<file path="src/rtl/inst_prefetch_queue_pkg.sv">
// Shared fetch-path types and defaults used by the prefetch queue and its wrappers.
package inst_prefetch_queue_pkg;

   localparam int unsigned FETCH_XLEN       = 32;
   localparam int unsigned FETCH_ILEN       = 32;
   localparam logic [31:0] DEFAULT_RESET_PC = 32'h0000_0000;
   localparam int unsigned DEFAULT_PC_STEP  = 4;

   // One buffered instruction: the pc it was fetched from and the word returned.
   typedef struct packed {
      logic [FETCH_XLEN-1:0] addr;
      logic [FETCH_ILEN-1:0] inst;
   } fetch_entry_t;

   // Request/response bundles of the single-request issuer, kept for wrapper adaptation.
   typedef struct packed {
      logic                  valid;
      logic [FETCH_XLEN-1:0] addr;
   } i_request_t;

   typedef struct packed {
      logic                  valid;
      logic [FETCH_XLEN-1:0] addr;
      logic [FETCH_ILEN-1:0] inst;
   } i_response_t;

   // Debug counters stick at all-ones instead of wrapping.
   function automatic logic [15:0] sat_inc16(input logic [15:0] value);
      return (value == 16'hFFFF) ? value : (value + 16'd1);
   endfunction

endpackage

</file>
<file path="src/rtl/fetch_ring_buffer.sv">
// Power-of-two ring of fetched entries with push, pop and single-cycle flush.
// Flush discards everything by moving head onto tail; it wins over push/pop.
module fetch_ring_buffer
   import inst_prefetch_queue_pkg::*;
#(
   parameter int  DEPTH   = 16,
   parameter type entry_t = fetch_entry_t,
   localparam int AW      = $clog2(DEPTH),
   localparam int CW      = AW + 1
) (
   input  logic          clk,
   input  logic          rst_n,
   input  logic          flush,
   input  logic          push,
   input  entry_t        push_data,
   input  logic          pop,
   output entry_t        head_data,
   output logic [CW-1:0] count,
   output logic          full,
   output logic          empty
);

   entry_t        mem_r [DEPTH];
   logic [AW-1:0] head_r;
   logic [AW-1:0] tail_r;
   logic [CW-1:0] count_r;

   // Storage write; data needs no reset because count gates its visibility.
   always_ff @(posedge clk) begin
      if (push && !flush) begin
         mem_r[tail_r] <= push_data;
      end
   end

   // Pointer and occupancy bookkeeping; pointers wrap naturally at DEPTH.
   always_ff @(posedge clk or negedge rst_n) begin
      if (!rst_n) begin
         head_r  <= '0;
         tail_r  <= '0;
         count_r <= '0;
      end else if (flush) begin
         head_r  <= tail_r;
         count_r <= '0;
      end else begin
         if (push) begin
            tail_r <= tail_r + AW'(1);
         end
         if (pop) begin
            head_r <= head_r + AW'(1);
         end
         case ({push, pop})
            2'b10:   count_r <= count_r + CW'(1);
            2'b01:   count_r <= count_r - CW'(1);
            default: count_r <= count_r;
         endcase
      end
   end

   // Status and head-entry view.
   always_comb begin
      head_data = mem_r[head_r];
      count     = count_r;
      full      = (count_r == CW'(DEPTH));
      empty     = (count_r == '0);
   end

endmodule

</file>
<file path="src/rtl/inst_prefetch_queue_sva.sv">
// Protocol checks for the prefetch queue: no push into a full ring, no pop from an
// empty ring, and every kept response matches the oldest live request address.
module inst_prefetch_queue_sva #(
   parameter int XLEN    = 32,
   parameter int PC_STEP = 4,
   parameter int OW      = 2
) (
   input logic            clk,
   input logic            rst_n,
   input logic            push,
   input logic            pop,
   input logic            full,
   input logic            empty,
   input logic            resp_valid,
   input logic            redirect,
   input logic [XLEN-1:0] resp_addr,
   input logic [XLEN-1:0] pc,
   input logic [OW-1:0]   live,
   input logic [OW-1:0]   stale
);

   logic [XLEN-1:0] oldest_live_addr_s;

   // Live requests since the last redirect are sequential and end just below pc.
   always_comb begin
      oldest_live_addr_s = pc - (XLEN'(live) * XLEN'(PC_STEP));
   end

   a_no_push_when_full: assert property (@(posedge clk) disable iff (!rst_n)
      push |-> !full);

   a_no_pop_when_empty: assert property (@(posedge clk) disable iff (!rst_n)
      pop |-> !empty);

   a_live_resp_addr: assert property (@(posedge clk) disable iff (!rst_n)
      (resp_valid && !redirect && (stale == '0)) |->
         ((live != '0) && (resp_addr == oldest_live_addr_s)));

endmodule

</file>
<file path="src/rtl/inst_prefetch_queue.sv">
// Instruction prefetch queue: keeps up to MAX_OUTSTANDING fetches in flight, buffers
// returned words in a ring and delivers them in order. A redirect flushes the ring and
// marks every in-flight fetch stale; stale responses are dropped by count.
module inst_prefetch_queue
   import inst_prefetch_queue_pkg::*;
#(
   parameter int              XLEN            = 32,
   parameter int              ILEN            = 32,
   parameter int              QUEUE_DEPTH     = 16,
   parameter int              MAX_OUTSTANDING = 2,
   parameter int              ID_WIDTH        = 64,
   parameter int              PC_STEP         = DEFAULT_PC_STEP,
   parameter logic [XLEN-1:0] RESET_PC        = XLEN'(DEFAULT_RESET_PC)
) (
   input  logic                clk,
   input  logic                rst_n,
   input  logic                redirect_valid,
   input  logic [XLEN-1:0]     redirect_addr,
   output logic                mem_req_valid,
   input  logic                mem_req_ready,
   output logic [XLEN-1:0]     mem_req_addr,
   input  logic                mem_resp_valid,
   input  logic [XLEN-1:0]     mem_resp_addr,
   input  logic [ILEN-1:0]     mem_resp_inst,
   output logic                deq_valid,
   input  logic                deq_ready,
   output logic [XLEN-1:0]     deq_addr,
   output logic [ILEN-1:0]     deq_inst,
   output logic [ID_WIDTH-1:0] deq_inst_id,
   output logic [15:0]         stale_drops
);

   localparam int QAW = $clog2(QUEUE_DEPTH);
   localparam int CW  = QAW + 1;
   localparam int OW  = $clog2(MAX_OUTSTANDING) + 1;

   typedef struct packed {
      logic [XLEN-1:0] addr;
      logic [ILEN-1:0] inst;
   } entry_t;

   logic [XLEN-1:0]     pc_r;
   logic [OW-1:0]       live_r;
   logic [OW-1:0]       stale_r;
   logic [ID_WIDTH-1:0] inst_id_r;
   logic [15:0]         stale_drops_r;

   logic [CW-1:0]       count_s;
   logic                full_s;
   logic                empty_s;
   entry_t              head_entry_s;
   entry_t              push_entry_s;

   logic                credit_s;
   logic                issue_fire_s;
   logic                resp_keep_s;
   logic                resp_drop_s;
   logic                deq_fire_s;
   logic [OW-1:0]       live_nxt_s;
   logic [OW-1:0]       stale_nxt_s;

   // Credit check and handshake decode. Credit counts both in-flight fetches and
   // ring slots already promised to live fetches, so the ring can never overflow.
   always_comb begin
      credit_s = ((32'(live_r) + 32'(stale_r)) < 32'(MAX_OUTSTANDING)) &&
                 ((32'(count_s) + 32'(live_r)) < 32'(QUEUE_DEPTH));
      mem_req_valid = rst_n && !redirect_valid && credit_s;
      mem_req_addr  = pc_r;
      issue_fire_s  = mem_req_valid && mem_req_ready;
      resp_keep_s   = mem_resp_valid && !redirect_valid && (stale_r == '0);
      resp_drop_s   = mem_resp_valid && (redirect_valid || (stale_r != '0));
      deq_valid     = !empty_s && !redirect_valid;
      deq_fire_s    = deq_valid && deq_ready;
      deq_addr      = head_entry_s.addr;
      deq_inst      = head_entry_s.inst;
      deq_inst_id   = inst_id_r;
      stale_drops   = stale_drops_r;
      push_entry_s  = '{addr: mem_resp_addr, inst: mem_resp_inst};
   end

   // In-flight accounting: a redirect turns all live fetches stale, less the one
   // answered in the same cycle.
   always_comb begin
      live_nxt_s  = live_r;
      stale_nxt_s = stale_r;
      if (redirect_valid) begin
         live_nxt_s  = '0;
         stale_nxt_s = stale_r + live_r - OW'(mem_resp_valid);
      end else begin
         live_nxt_s  = live_r + OW'(issue_fire_s) - OW'(resp_keep_s);
         stale_nxt_s = stale_r - OW'(resp_drop_s);
      end
   end

   // Fetch pc, in-flight counters, instruction id and drop counter.
   always_ff @(posedge clk or negedge rst_n) begin
      if (!rst_n) begin
         pc_r          <= RESET_PC;
         live_r        <= '0;
         stale_r       <= '0;
         inst_id_r     <= '0;
         stale_drops_r <= 16'h0000;
      end else begin
         live_r  <= live_nxt_s;
         stale_r <= stale_nxt_s;
         if (redirect_valid) begin
            pc_r <= redirect_addr;
         end else if (issue_fire_s) begin
            pc_r <= pc_r + XLEN'(PC_STEP);
         end
         if (redirect_valid || deq_fire_s) begin
            inst_id_r <= inst_id_r + ID_WIDTH'(1);
         end
         if (resp_drop_s) begin
            stale_drops_r <= sat_inc16(stale_drops_r);
         end
      end
   end

   fetch_ring_buffer #(
      .DEPTH   (QUEUE_DEPTH),
      .entry_t (entry_t)
   ) u_ring (
      .clk       (clk),
      .rst_n     (rst_n),
      .flush     (redirect_valid),
      .push      (resp_keep_s),
      .push_data (push_entry_s),
      .pop       (deq_fire_s),
      .head_data (head_entry_s),
      .count     (count_s),
      .full      (full_s),
      .empty     (empty_s)
   );

   inst_prefetch_queue_sva #(
      .XLEN    (XLEN),
      .PC_STEP (PC_STEP),
      .OW      (OW)
   ) u_sva (
      .clk        (clk),
      .rst_n      (rst_n),
      .push       (resp_keep_s),
      .pop        (deq_fire_s),
      .full       (full_s),
      .empty      (empty_s),
      .resp_valid (mem_resp_valid),
      .redirect   (redirect_valid),
      .resp_addr  (mem_resp_addr),
      .pc         (pc_r),
      .live       (live_r),
      .stale      (stale_r)
   );

endmodule

</file>
<file path="config.mk">
export PLATFORM = sky130hd
export DESIGN_NAME = inst_prefetch_queue
export DESIGN_NICKNAME = d
export VERILOG_FILES = /design/src/rtl/inst_prefetch_queue_pkg.sv /design/src/rtl/fetch_ring_buffer.sv /design/src/rtl/inst_prefetch_queue_sva.sv /design/src/rtl/inst_prefetch_queue.sv
export SDC_FILE = /design/constraint.sdc
export NUM_CORES = 1
export LEC_CHECK = 0
export BUFFER_PORTS_ARGS = -buffer_cell sky130_fd_sc_hd__buf_2
export CORE_ASPECT_RATIO = 1.1
export CORE_MARGIN = 4
export CORE_UTILIZATION = 40
export CTS_BUF_LIST = sky130_fd_sc_hd__clkbuf_4
export DETAILED_ROUTE_END_ITERATION = 16
export PLACE_DENSITY = 0.63
export SLEW_MARGIN = 40
export SYNTH_ARGS = -nofsm -noshare
export SYNTH_HDL_FRONTEND = slang
export SYNTH_HIERARCHICAL = 1
export SYNTH_SLANG_ARGS = --single-unit
</file>
<file path="constraint.sdc">
create_clock -name clk -period 8.4 [get_ports clk]
set_input_delay 0.84 -clock clk [delete_from_list [all_inputs] [get_ports clk]]
set_output_delay 0.84 -clock clk [all_outputs]
set_load 0.005 [all_outputs]
</file>
Word level (Yosys, flattened, before mapping)
Memories as Yosys holds them, arrays and structs flattened.
Index checks and enable logic that the tools add are counted.
{"block": "classes", "addsub": 14, "n_lt_le_gt_ge": 2, "eq_ne": 3, "muxes": 10, "bitwise_logic": 2, "n_reduce_logical": 22}
{"op": "$add 64x1->64 const B", "n": 1}
{"op": "$mux 32", "n": 2}
{"op": "$add 32x3->32 const B", "n": 1}
{"op": "$add 16x1->16 const B", "n": 1}
{"op": "$eq 16x16->1 const B", "n": 1}
{"op": "$logic_and 1x1->1", "n": 10}
{"op": "$pmux 5 s2", "n": 1}
{"op": "$add 4x1->4 const B", "n": 2}
{"op": "$mux 4", "n": 2}
{"op": "$add 5x2->6", "n": 1}
{"op": "$lt 6x5->1 const B", "n": 1}
{"op": "$reduce_bool 2->1", "n": 3}
{"op": "$sub 2x1->2", "n": 3}
{"op": "$add 5x1->5 const B", "n": 1}
{"op": "$logic_not 5->1", "n": 1}
{"op": "$mux 5", "n": 1}
{"op": "$sub 5x1->5 const B", "n": 1}
{"op": "$mux 2", "n": 2}
{"op": "$reduce_and 2->1", "n": 2}
{"op": "$add 2x2->3", "n": 1}
{"op": "$lt 3x2->1 const B", "n": 1}
{"op": "$reduce_bool 3->1", "n": 1}
{"op": "$add 2x1->2", "n": 1}
{"op": "$add 2x2->2", "n": 1}
{"op": "7 further kinds", "n": 11}
{"block": "totals", "reg_bits": 129, "ramBits": 1024, "in_bits": 102, "out_inout_bits": 178, "mem_count": 1}
{"memory": "u_ring.mem_r", "depth": 16, "word_bits": 64, "rd": 1, "rd_clocked_by_memory_dff": 0, "wr": 1, "line": "fetch_ring_buffer.sv:23", "source": "entry_t mem_r [DEPTH];"}

Longest topological paths before layout
Gate-level depths: netlist of run 1.
{"block": "logic_depth", "depth_word": 8, "depth_mapped": 14}

Cells and area by module
The synthesis of run 1 kept the hierarchy.
{"module": "fetch_ring_buffer", "instances": 1, "cells_per_inst": 1676, "area_per_inst_um2": 39096.2, "seq_area_each_um2": 31074.8}
{"module": "inst_prefetch_queue", "instances": 1, "cells_per_inst": 555, "area_per_inst_um2": 5754.3, "seq_area_each_um2": 2902.8}

Worst setup path before layout of run 1
No wires, ideal clock.
{"block": "synth_path", "kind": "input to register", "startpoint": "input redirect_valid", "endpoint": "memory u_ring/mem_r[3][0] in the netlist's numbering (enable)", "arrival_time_ns": 6.089, "slack_ns": 1.747, "cell_stages": 6, "path_cell_list": "nor3_1 and2_1 nor2b_1 clkbuf_1 nand2_1 nor3_1"}
{"block": "synth_between", "elab_chain_len": 6}
{"item": "start, declared", "line": "inst_prefetch_queue.sv:17", "source": "input logic redirect_valid,"}
{"item": "$logic_not 1->1", "line": "inst_prefetch_queue.sv:70", "source": "resp_keep_s = mem_resp_valid && !redirect_valid && (stale_r == '0);"}
{"item": "$logic_and 1x1->1 (2 in a row)", "line": "inst_prefetch_queue.sv:70"}
{"item": "net resp_keep_s", "line": "inst_prefetch_queue.sv:56", "source": "logic resp_keep_s;"}
{"item": "$logic_and 1x1->1", "line": "fetch_ring_buffer.sv:30", "source": "if (push && !flush) begin"}
{"item": "$mux 1", "line": "fetch_ring_buffer.sv:30"}
{"item": "$mux 1 (not written as such)", "line": "fetch_ring_buffer.sv:31", "source": "mem_r[tail_r] <= push_data;"}
{"item": "end, declared", "line": "fetch_ring_buffer.sv:23"}
The timed path passes the listed nets, and every way through them passes these cells.

Final worst setup path of run 1
{"block": "layout_path", "startpoint": "register u_ring.head_r[0]", "endpoint": "output deq_addr[15]"}
{"block": "layout_between", "elab_chain_len": 1}
{"item": "start, declared", "line": "fetch_ring_buffer.sv:24", "source": "logic [AW-1:0] head_r;"}
{"item": "start signal, assigned", "line": "fetch_ring_buffer.sv:42", "source": "head_r <= tail_r;"}
{"item": "start signal, assigned", "line": "fetch_ring_buffer.sv:49", "source": "head_r <= head_r + AW'(1);"}
{"item": "$mem_v2 16x64"}
{"item": "end, declared", "line": "inst_prefetch_queue.sv:27", "source": "output logic [XLEN-1:0] deq_addr,"}
No other way between the ends.

==> results of run 1 <==
==> routing by layer <==
metal	track usage [%]	wire, um	part of all wire (%)	vias to the layer above
met2	29.5	52400	51	790
li1	-	-	-	10600
met3	4.99	6780	6.6	166
met4	6.29	2250	2.2	4
met5	0	27	0.026	-
met1	21.8	41000	40	12500
==> per-stage QoR <==
stage / std cells / total power, mW / util (%)
after floorplan: 2230 / 8.84 / -
after global placement: 3939 / 9.94 / 43.3
after detailed placement: 3949 / 10.0 / 43.5
after CTS: 4563 / 14.7 / 47.7
after global routing: 4574 / 15.3 / 47.8
final: 4577 / 14.5 / 47.8
==> tightest hold or removal path, delay by kind of cell <==
kind | cells | cell delay [ns]
buf+inv | 1 | 0.12
xor+xnor | 1 | 0.12
fa+ha+maj | 1 | 0.17
compound gates | 1 | 0.06
==> layout by cell type (no fill, tap or decap), types with 23 or more instances in the layout <==
cell and instances:
nand2_1 147, buf_4 32, o21ai_0 23, edfxtp_1 1024
nand3_1 32, nand4_1 27, dfrtp_1 127, clkbuf_4 444
mux4_2 256, nor2_1 51, a22oi_1 131, buf_2 278
xnor2_1 67, xor2_1 31, clkinv_1 58, dlygate4sd3_1 98
==> registers in the layout (all words and copies together) (netlist names) <==
register and flops:
stale_drops 16, u_ring/mem_r 1024, live_r 2, mem_req_addr 32, deq_inst_id 64, stale_r 2, u_ring/count 5, u_ring/tail_r 4
u_ring/head_r 4
==> layout make-up <==
class                           count  area (um2)
Antenna cell                       10        25.0
Tap cell                         1495        1870
Clock inverter                     72         334
Fill cell                        9311       58000
Inverter                           19        73.8
Multi-Input combinational cell    955       10400
Sequential cell                  1153       34000
Timing Repair Buffer              429        3010
Clock buffer                      444        3330
==> power groups by stage <==
stage | combinational, mW | sequential [mW] | clock (mW)
3_5_place_dp | 3.36 | 6.66 | 0
3_3_place_gp | 3.23 | 6.71 | 0
2_1_floorplan | 2.26 | 6.57 | 0
6_report | 3.37 | 6.51 | 4.61
5_1_grt | 3.68 | 6.52 | 5.14
4_1_cts | 3.41 | 6.54 | 4.79
==> final timing paths <==
path / cells after the start / from / endpoint / slack [ns]
worst max-delay path: 8 / u_ring/head_r[0] / deq_addr[15] / 3.50
worst min-delay path: 4 / mem_resp_valid / stale_r[1] / 0.21
worst max register to register: 6 / stale_r[1] / u_ring/mem_r[12][18] / 4.58
worst min register to register: 1 / stale_drops[12] / stale_drops[12] / 0.49
max in group asynchronous: 3 / rst_n / u_ring/head_r[0] / 7.00
min in group asynchronous: 2 / rst_n / deq_inst_id[43] / 0.26
==> repair_timing <==
action                                 4_1_cts  5_1_grt
gates resized for setup                      0        0
endpoints found under the hold margin     1112        0
hold buffers                                98        0
==> results.ini, run 1 <==
[run_status]
status=finished clean

[grt]
grt-ovfl-total=0
grt_usage_pct=17.5
antenna_found_initial=12
grt_start_max_net_pins=123
grt_pass1_wl_mm=157
grt_pass1_vias=26300

[setup_path]
critPathTopFamily=buffers and inverters
end_kind=output pin
cp_slowest_cell=mux4_2
max_stage_delay_ns=0.55
crit_fanout=46
startpoint_type=flop
path_cells=buf_12 -> buf_12 -> buf_12 -> buf_16 -> mux4_2 -> a22oi_1 -> nand2_1 -> buf_2
path_buf_inv=5
cp.required_ns=7.56
crit_top_cell=buf_12
critical_path_class=flop to output pin
arrival_ns=4.06

[floorplanning]
die_w_um=327
die-area_um2=118000
rows=128
start_util_pct=40.4
fp.dieH_um=359
core_area_um2=111000
io_pins=280

[placed_design]
dpl.hpwl_mm=58.8
place.gp.congestion=0.847
placed_cell_area_um2=48200
pre_cts_ws_ns=3.96
portBuffers=279

[timing]
setup_viol=0
period_needed_ns=4.90
fin_crit_sh_pct=58.3
finClkSkew_ns=0.0861
hold_viol=0
rsz0062_at_grt=no
slew_violations=0
hold_slack_ns=0.214
setup_tns_ns=0
slew_headroom_pct=43.7
worstMarginPinSlew_ns=0.844
max_freq_mhz=204
setup_ws_ns=3.50

[clock_network]
root_buffer=clkbuf_4
cts_tree=yes
cts_buffer_depth=4
cts.sinks=1153
clk_latency_ns=1.17
postCtsSetupRepairBufs=0
htree_levels=5
clk_pin_slew_ns=0.07
numCtsBuffers=314

[pwr]
ir_worst_vdd_v=0.000214
netSwitchingPower_mw=4.08
power_leakage_nw=18.6
pwr-share-seq_pct=44.9
clock_power_share_pct=31.8
p_comb_share_pct=23.3
power.density_nw_per_um2=273
p_int_mw=10.4
sw_frac_of_total_pct=28.2

[synthesis]
synth.cell_area_um2=44800
syn_avg_cell_area_um2=20.1
synth_cells=2230
syn-num-nets=2350
yosys_warnings=6

[route]
viasPerCell=5.26
wl_per_cell_um=22.4
ant_nets=0
drt-initial-drc-count=1702
vias=24100
wl_mm=102
drt_pass1_iterations=5
drcViolationCount=0

[layout]
layout-drive-gt1-share_pct=35.7
syn_to_final_growth_pct=18.2
final_area_um2=53000
layout.nets=2992

[run]
max_cap_violations=0

[min_path]
hold_path_class=primary input to flop

Power figures use the tool's default switching activity.
==> run 2: changes to the inputs <==
- PLACE_DENSITY: 0.63 -> 0.66
- clock period: 8.4 -> 4.1 ns (I/O delays scaled with it)
==> run 2 against run 1 <==
Hold slack worse by 0.029 ns. Global-route usage up 0.63 points. Non-clock buffer count grew 73. Critical path type unchanged. Critical endpoint is now deq_inst[29]. Die area did not move. First-iteration DRC count is 9.0% higher. Register-to-register slack got worse by 3.8 ns. Clock power is 100% higher. Clock-buffer cell count is 15 lower. Power rose by 110%. Setup slack worse by 3.2 ns.
==> results.ini, run 2 (same netlist as run 1, synthesis figures left out) <==
[timing]
slew_violations=0  ; unchanged
rsz0062_at_grt=no  ; unchanged
max_freq_mhz=263
worstMarginPinSlew_ns=0.842  ; was 0.844 ns
slew_headroom_pct=43.9  ; was 43.7%
fin_crit_sh_pct=92.6
hold_viol=0  ; unchanged
finClkSkew_ns=0.0652  ; was 0.0861 ns
period_needed_ns=3.80
setup_viol=0  ; unchanged

[setup_path]
crit_end=deq_inst[29]  ; was deq_addr[15]
setup.worst_path.start=u_ring/head_r[0]  ; unchanged
crit_top_cell=buf_12  ; unchanged
r2r_end=mem_req_addr[20]  ; was u_ring/mem_r[12][18]
end_kind=output pin  ; unchanged
path_cells=buf_12 -> buf_12 -> mux4_2 -> a22oi_1 -> nand2_1 -> buf_2  ; was buf_12 -> buf_12 -> buf_12 -> buf_16 -> mux4_2 -> a22oi_1 -> nand2_1 -> buf_2
max_stage_delay_ns=0.56  ; was 0.55 ns
r2r-start=live_r[0]  ; was stale_r[1]
arrival_ns=3.39  ; was 4.06 ns
reg2reg_depth=10  ; was 6
cp_slowest_cell=dfrtp_4  ; was mux4_2
critical_path_class=flop to output pin  ; unchanged
crit_fanout=32  ; was 46
startpoint_type=flop  ; unchanged
r2r_setup_slack_ns=0.80  ; was 4.58 ns
cp.required_ns=3.69  ; was 7.56 ns

[run_status]
status=finished clean  ; unchanged

[layout]
multiInputGateArea_um2=10400  ; about the same
final_common_cell=edfxtp_1  ; unchanged
regMostFlops=u_ring/mem_r  ; unchanged
syn_to_final_growth_pct=19.6  ; was 18.2%
layout_common_cells=edfxtp_1, clkbuf_4, buf_2  ; unchanged
layout.nets=3057  ; was 2992
final_core_util_pct=48.3  ; was 47.8%
largest_reg_flops=1024  ; unchanged
layout-drive-gt1-share_pct=35.2  ; was 35.7%
ff_latch_area_um2=34000  ; unchanged
fill_cells=9136  ; was 9311

[floorplanning]
rows=128  ; unchanged
fp.dieH_um=359  ; unchanged
io_pins=280  ; unchanged
die-area_um2=118000  ; unchanged
start_util_pct=40.4  ; unchanged
core_area_um2=111000  ; unchanged
die_w_um=327  ; unchanged

[pwr]
ir_worst_vdd_v=0.000275  ; was 0.000214 V
power_leakage_nw=18.8  ; was 18.6 nW
p_total_mw=29.9  ; was 14.5 mW
power.density_nw_per_um2=557  ; was 273 nW/um2

[clock_network]
root_buffer=clkbuf_4  ; unchanged
cts.sinks=1153  ; unchanged
clk_latency_ns=1.11  ; was 1.17 ns
clk_pin_slew_ns=0.06  ; was 0.07 ns
cts_tree=yes  ; unchanged
htree_levels=5  ; unchanged
cts_buffer_depth=4  ; unchanged
numCtsBuffers=306  ; was 314

[run]
max_cap_violations=0  ; unchanged

[placed_design]
place.gp.congestion=0.860  ; was 0.847
portBuffers=279  ; unchanged
dpl.hpwl_mm=60.7  ; was 58.8 mm

[grt]
grt-ovfl-total=0  ; unchanged
grt_pass1_wl_mm=163  ; was 157 mm
grt_pass1_vias=27000  ; was 26300
grt_start_max_net_pins=77  ; was 123
antenna_found_initial=9  ; was 12
grt_usage_pct=18.2  ; was 17.5%

[min_path]
hold_path_class=primary input to flop  ; unchanged

[route]
ant_nets=0  ; unchanged
drt-initial-drc-count=1856  ; was 1702
wl_mm=106  ; was 102 mm
drt_pass1_iterations=5  ; unchanged
drcViolationCount=0  ; unchanged
vias=24700  ; was 24100
wl_per_cell_um=23.0  ; was 22.4 um
viasPerCell=5.35  ; was 5.26

==> run 2: cell types whose count changed in the layout (fill, tap and decap cells not counted), sizes merged <==
cell / previous run / this run
clkinvlp: 0 / 1
clkinv: 67 / 55
clkbuf: 444 / 429
diode: 10 / 5
dlygate4sd3: 98 / 152
inv: 22 / 24
buf: 331 / 350
==> run 2: layer usage <==
metal | GRT usage [%] | vias up | share of wire [%]
met3 | 5.55 | 151 | 8.2
met2 | 30.5 | 1010 | 51
met4 | 5.72 | 4 | 2.0
met1 | 22.7 | 12900 | 39
li1 | - | 10700 | -
met5 | 0 | - | 0.025
==> run 2: where the power goes <==
| part | internal [mW] | switching, mW | leakage [nW] |
|---|---|---|---|
| clock network | 4.90 | 4.38 | 2.12 |
| registers | 13.0 | 0.341 | 10.9 |
| logic | 3.42 | 3.83 | 5.84 |
| total | 21.3 | 8.55 | 18.8 |
==> run 2: through the flow <==
stage / TNS [ns] / setup WS (ns) / cells / hold slack (ns) / area (um2)
2_1_floorplan: -454.22 / -1.77 / 2230 / 0.114 / 44900
3_3_place_gp: 0 / 1.01 / 3965 / 0.457 / 48500
3_5_place_dp: 0 / 1.05 / 3965 / 0.474 / 48500
4_1_cts: 0 / 0.0310 / 4610 / 0.00764 / 53600
5_1_grt: 0 / 0.0625 / 4618 / 0.101 / 53600
6_report: 0 / 0.303 / 4621 / 0.185 / 53600
==> run 2: worst min-delay path by stage <==
stage,startpoint,endpoint,cells after the start
after detailed placement,deq_inst_id[63],deq_inst_id[63],1
after floorplan,rst_n,deq_inst_id[0],0
after CTS,mem_req_ready,mem_req_addr[21],7
after global placement,deq_inst_id[63],deq_inst_id[63],1
after global routing,mem_resp_addr[8],u_ring/mem_r[7][40],2
final,mem_req_ready,mem_req_addr[21],7
==> run 2: cell type report <==
class                           count  share of cell area [%]
Antenna cell                        5                  0.0233
Inverter                           19                   0.138
Timing Repair Buffer              502                    7.03
Multi-Input combinational cell    955                    19.4
Clock inverter                     63                   0.555
Tap cell                         1495                    3.49
Sequential cell                  1153                    63.4
Clock buffer                      429                    6.00
==> run 2: worst max-delay path: cells and delay by family (launching register included) <==
| kind | cells | cell delay, ns |
|---|---|---|
| AOI/OAI and AO/OA | 1 | 0.32 |
| buffers and inverters | 3 | 0.67 |
| DFF | 1 | 0.56 |
| muxes | 1 | 0.56 |
| and+or+nand+nor | 1 | 0.13 |
==> run 2: timing repair <==
| action | CTS | global route |
|---|---|---|
| buffers inserted | 1 | 6 |
| endpoints found under the setup margin | 7 | 1 |
| hold buffers | 152 | 0 |
| hold endpoints to repair | 1169 | 0 |
| resized for setup | 2 | 0 |
| pin swaps | 0 | 0 |
==> run 3: changes to the inputs <==
- CORE_UTILIZATION: 40 -> 46
- PLACE_DENSITY: 0.66 -> 0.73
- RECOVER_POWER: not set -> 100
==> run 3 against run 2 <==
Largest power group unchanged. Non-clock buffer count shrank 30. Combinational power shrank 2.8%. Register-to-register slack lost 0.48 ns. First-iteration DRC count grew 16%. Routed wire length shrank 2.4%. Final cell count shrank 5.6%. Clock-buffer cell count shrank 14. Highest routed layer is now met4. The run now ends with capacitance limit, slew limit left.
==> results.ini, run 3 (same netlist as run 1, synthesis figures left out) <==
[run]
max_cap_violations=13  ; was 0

[floorplanning]
core_area_um2=96200  ; was 111000 um2
rows=119  ; was 128
start_util_pct=46.6  ; was 40.4%
fp.dieH_um=335  ; was 359 um
die-area_um2=103000  ; was 118000 um2
die_w_um=306  ; was 327 um
io_pins=280  ; unchanged

[setup_path]
path_buf_inv=2  ; was 3
cp_slowest_cell=dfrtp_4  ; unchanged
arrival_ns=3.38  ; was 3.39 ns
critical_path_class=flop to output pin  ; unchanged
crit_fanout=52  ; was 32
startpoint_type=flop  ; unchanged
path_cells=buf_12 -> mux4_2 -> a22oi_1 -> nand2_1 -> clkbuf_1  ; was buf_12 -> buf_12 -> mux4_2 -> a22oi_1 -> nand2_1 -> buf_2
cp.required_ns=3.69  ; about the same
end_kind=output pin  ; unchanged
r2r_setup_slack_ns=0.32  ; was 0.80 ns
max_stage_delay_ns=0.66  ; was 0.56 ns
critPathTopFamily=flip-flops  ; was buffers and inverters

[timing]
worstMarginPinSlew_ns=2.08  ; was 0.842 ns
hold_viol=0  ; unchanged
rsz0062_at_grt=no  ; unchanged
period_needed_ns=3.79  ; was 3.80 ns
hold_slack_ns=0.157  ; was 0.185 ns
fin_crit_sh_pct=92.4  ; was 92.6%
max_freq_mhz=264  ; was 263 MHz
slew_headroom_pct=-38.7  ; was 43.9%
slew_violations=534  ; was 0
setup_ws_ns=0.312  ; was 0.303 ns
setup_tns_ns=0  ; unchanged
finClkSkew_ns=0.0975  ; was 0.0652 ns
setup_viol=0  ; unchanged

[layout]
layout-drive-gt1-share_pct=27.9  ; was 35.2%
regMostFlops=u_ring/mem_r  ; unchanged
final_common_cell=edfxtp_1  ; unchanged
layoutNonFillerInstCount=4362  ; was 4621
syn_to_final_growth_pct=17.1  ; was 19.6%
final_core_util_pct=54.6  ; was 48.3%
fill_cells=7460  ; was 9136
final_area_um2=52500  ; was 53600 um2
layout_common_cells=edfxtp_1, clkbuf_4, mux4_2  ; was edfxtp_1, clkbuf_4, buf_2
largest_reg_flops=1024  ; unchanged
layout.nets=3021  ; was 3057

[route]
ant_nets=0  ; unchanged
viasPerCell=5.70  ; was 5.35
vias=24900  ; was 24700
drt-initial-drc-count=2157  ; was 1856
wl_per_cell_um=23.8  ; was 23.0 um
wl_mm=104  ; was 106 mm
drcViolationCount=0  ; unchanged
drt_pass1_iterations=8  ; was 5

[clock_network]
clk_pin_slew_ns=0.07  ; was 0.06 ns
root_buffer=clkbuf_4  ; unchanged
numCtsBuffers=300  ; was 306
postCtsSetupRepairBufs=0  ; was 1
cts_tree=yes  ; unchanged
htree_levels=5  ; unchanged
cts.sinks=1153  ; unchanged
cts_buffer_depth=4  ; unchanged
clk_latency_ns=1.14  ; was 1.11 ns

[placed_design]
dpl.hpwl_mm=58.0  ; was 60.7 mm
pre_cts_ws_ns=1.11  ; was 1.05 ns
portBuffers=279  ; unchanged
placedCellCount=3737  ; was 3965
placed_cell_area_um2=48200  ; was 48500 um2
place.gp.congestion=0.851  ; was 0.860

[grt]
antenna_found_initial=12  ; was 9
grt-ovfl-total=0  ; unchanged
grt_start_max_net_pins=77  ; unchanged
grt_pass1_vias=26800  ; was 27000
grt_usage_pct=20.2  ; was 18.2%
grt_pass1_wl_mm=158  ; was 163 mm

[pwr]
p_total_mw=29.8  ; was 29.9 mW
ir_worst_vdd_v=0.000387  ; was 0.000275 V
power_leakage_nw=18.0  ; was 18.8 nW
power.density_nw_per_um2=567  ; was 557 nW/um2

[min_path]
hold_path_class=primary input to flop  ; unchanged

[run_status]
violations=capacitance limit, slew limit
status=complete, but fails checks  ; was finished clean

==> run 3: cell count changes in the layout (fill, tap and decap cells not counted), sizes merged <==
cell,delta
clkbuf,+217
buf,-238
clkinvlp,-1
diode,+9
bufinv,+4
clkinv,-5
inv,+3
dlygate4sd3,-23
==> run 3: worst min-delay path, cell delays in order <==
cell and delay, ns:
dlygate4sd3_1 0.53, buf_2 0.11, a21oi_1 0.06, nand2_1 0.06
==> run 3: worst paths after layout <==
check                                  start                  end  cells past startpoint
max                         u_ring/head_r[0]          deq_inst[0]                      5
min                        redirect_addr[21]     mem_req_addr[21]                      4
max reg2reg                       stale_r[1]  u_ring/mem_r[15][7]                      7
min reg2reg                  deq_inst_id[10]      deq_inst_id[10]                      1
max in group asynchronous              rst_n     u_ring/head_r[1]                      5
min in group asynchronous              rst_n     mem_req_addr[22]                      4
==> run 3: area by class of cell <==
class	count	area, um2	area share (%)
clock inverter	64	405	0.772
clock buffer	415	3120	5.93
multi-input combinational	955	10300	19.5
inverter	19	73.8	0.141
tap	1270	1590	3.03
sequential	1153	34000	64.7
timing repair buffer	472	3070	5.84
antenna	14	35.0	0.0667
==> run 3: what timing repair did <==
item,in CTS,in global routing
hold endpoints to repair,1138,0
endpoints found under the setup margin,0,1
hold buffers,129,0
gates resized for setup,0,1
==> run 3: routing by layer <==
metal  part of all wire, %  vias to the layer above  GRT usage (%)  wire length (um)
met1                    38                    12900           25.3             39500
met4                   2.9                        0           7.85              2960
met5                     0                        -              0                 0
li1                      -                    10600              -                 -
met2                    51                     1143           34.3             53500
met3                   7.6                      232           4.97              7860
==> run 3: report_power, final <==
group	internal [mW]	switching [mW]	total, mW
registers	13.0	0.362	13.4
clock network	5.00	4.34	9.34
logic	3.27	3.78	7.05
total	21.3	8.48	29.8
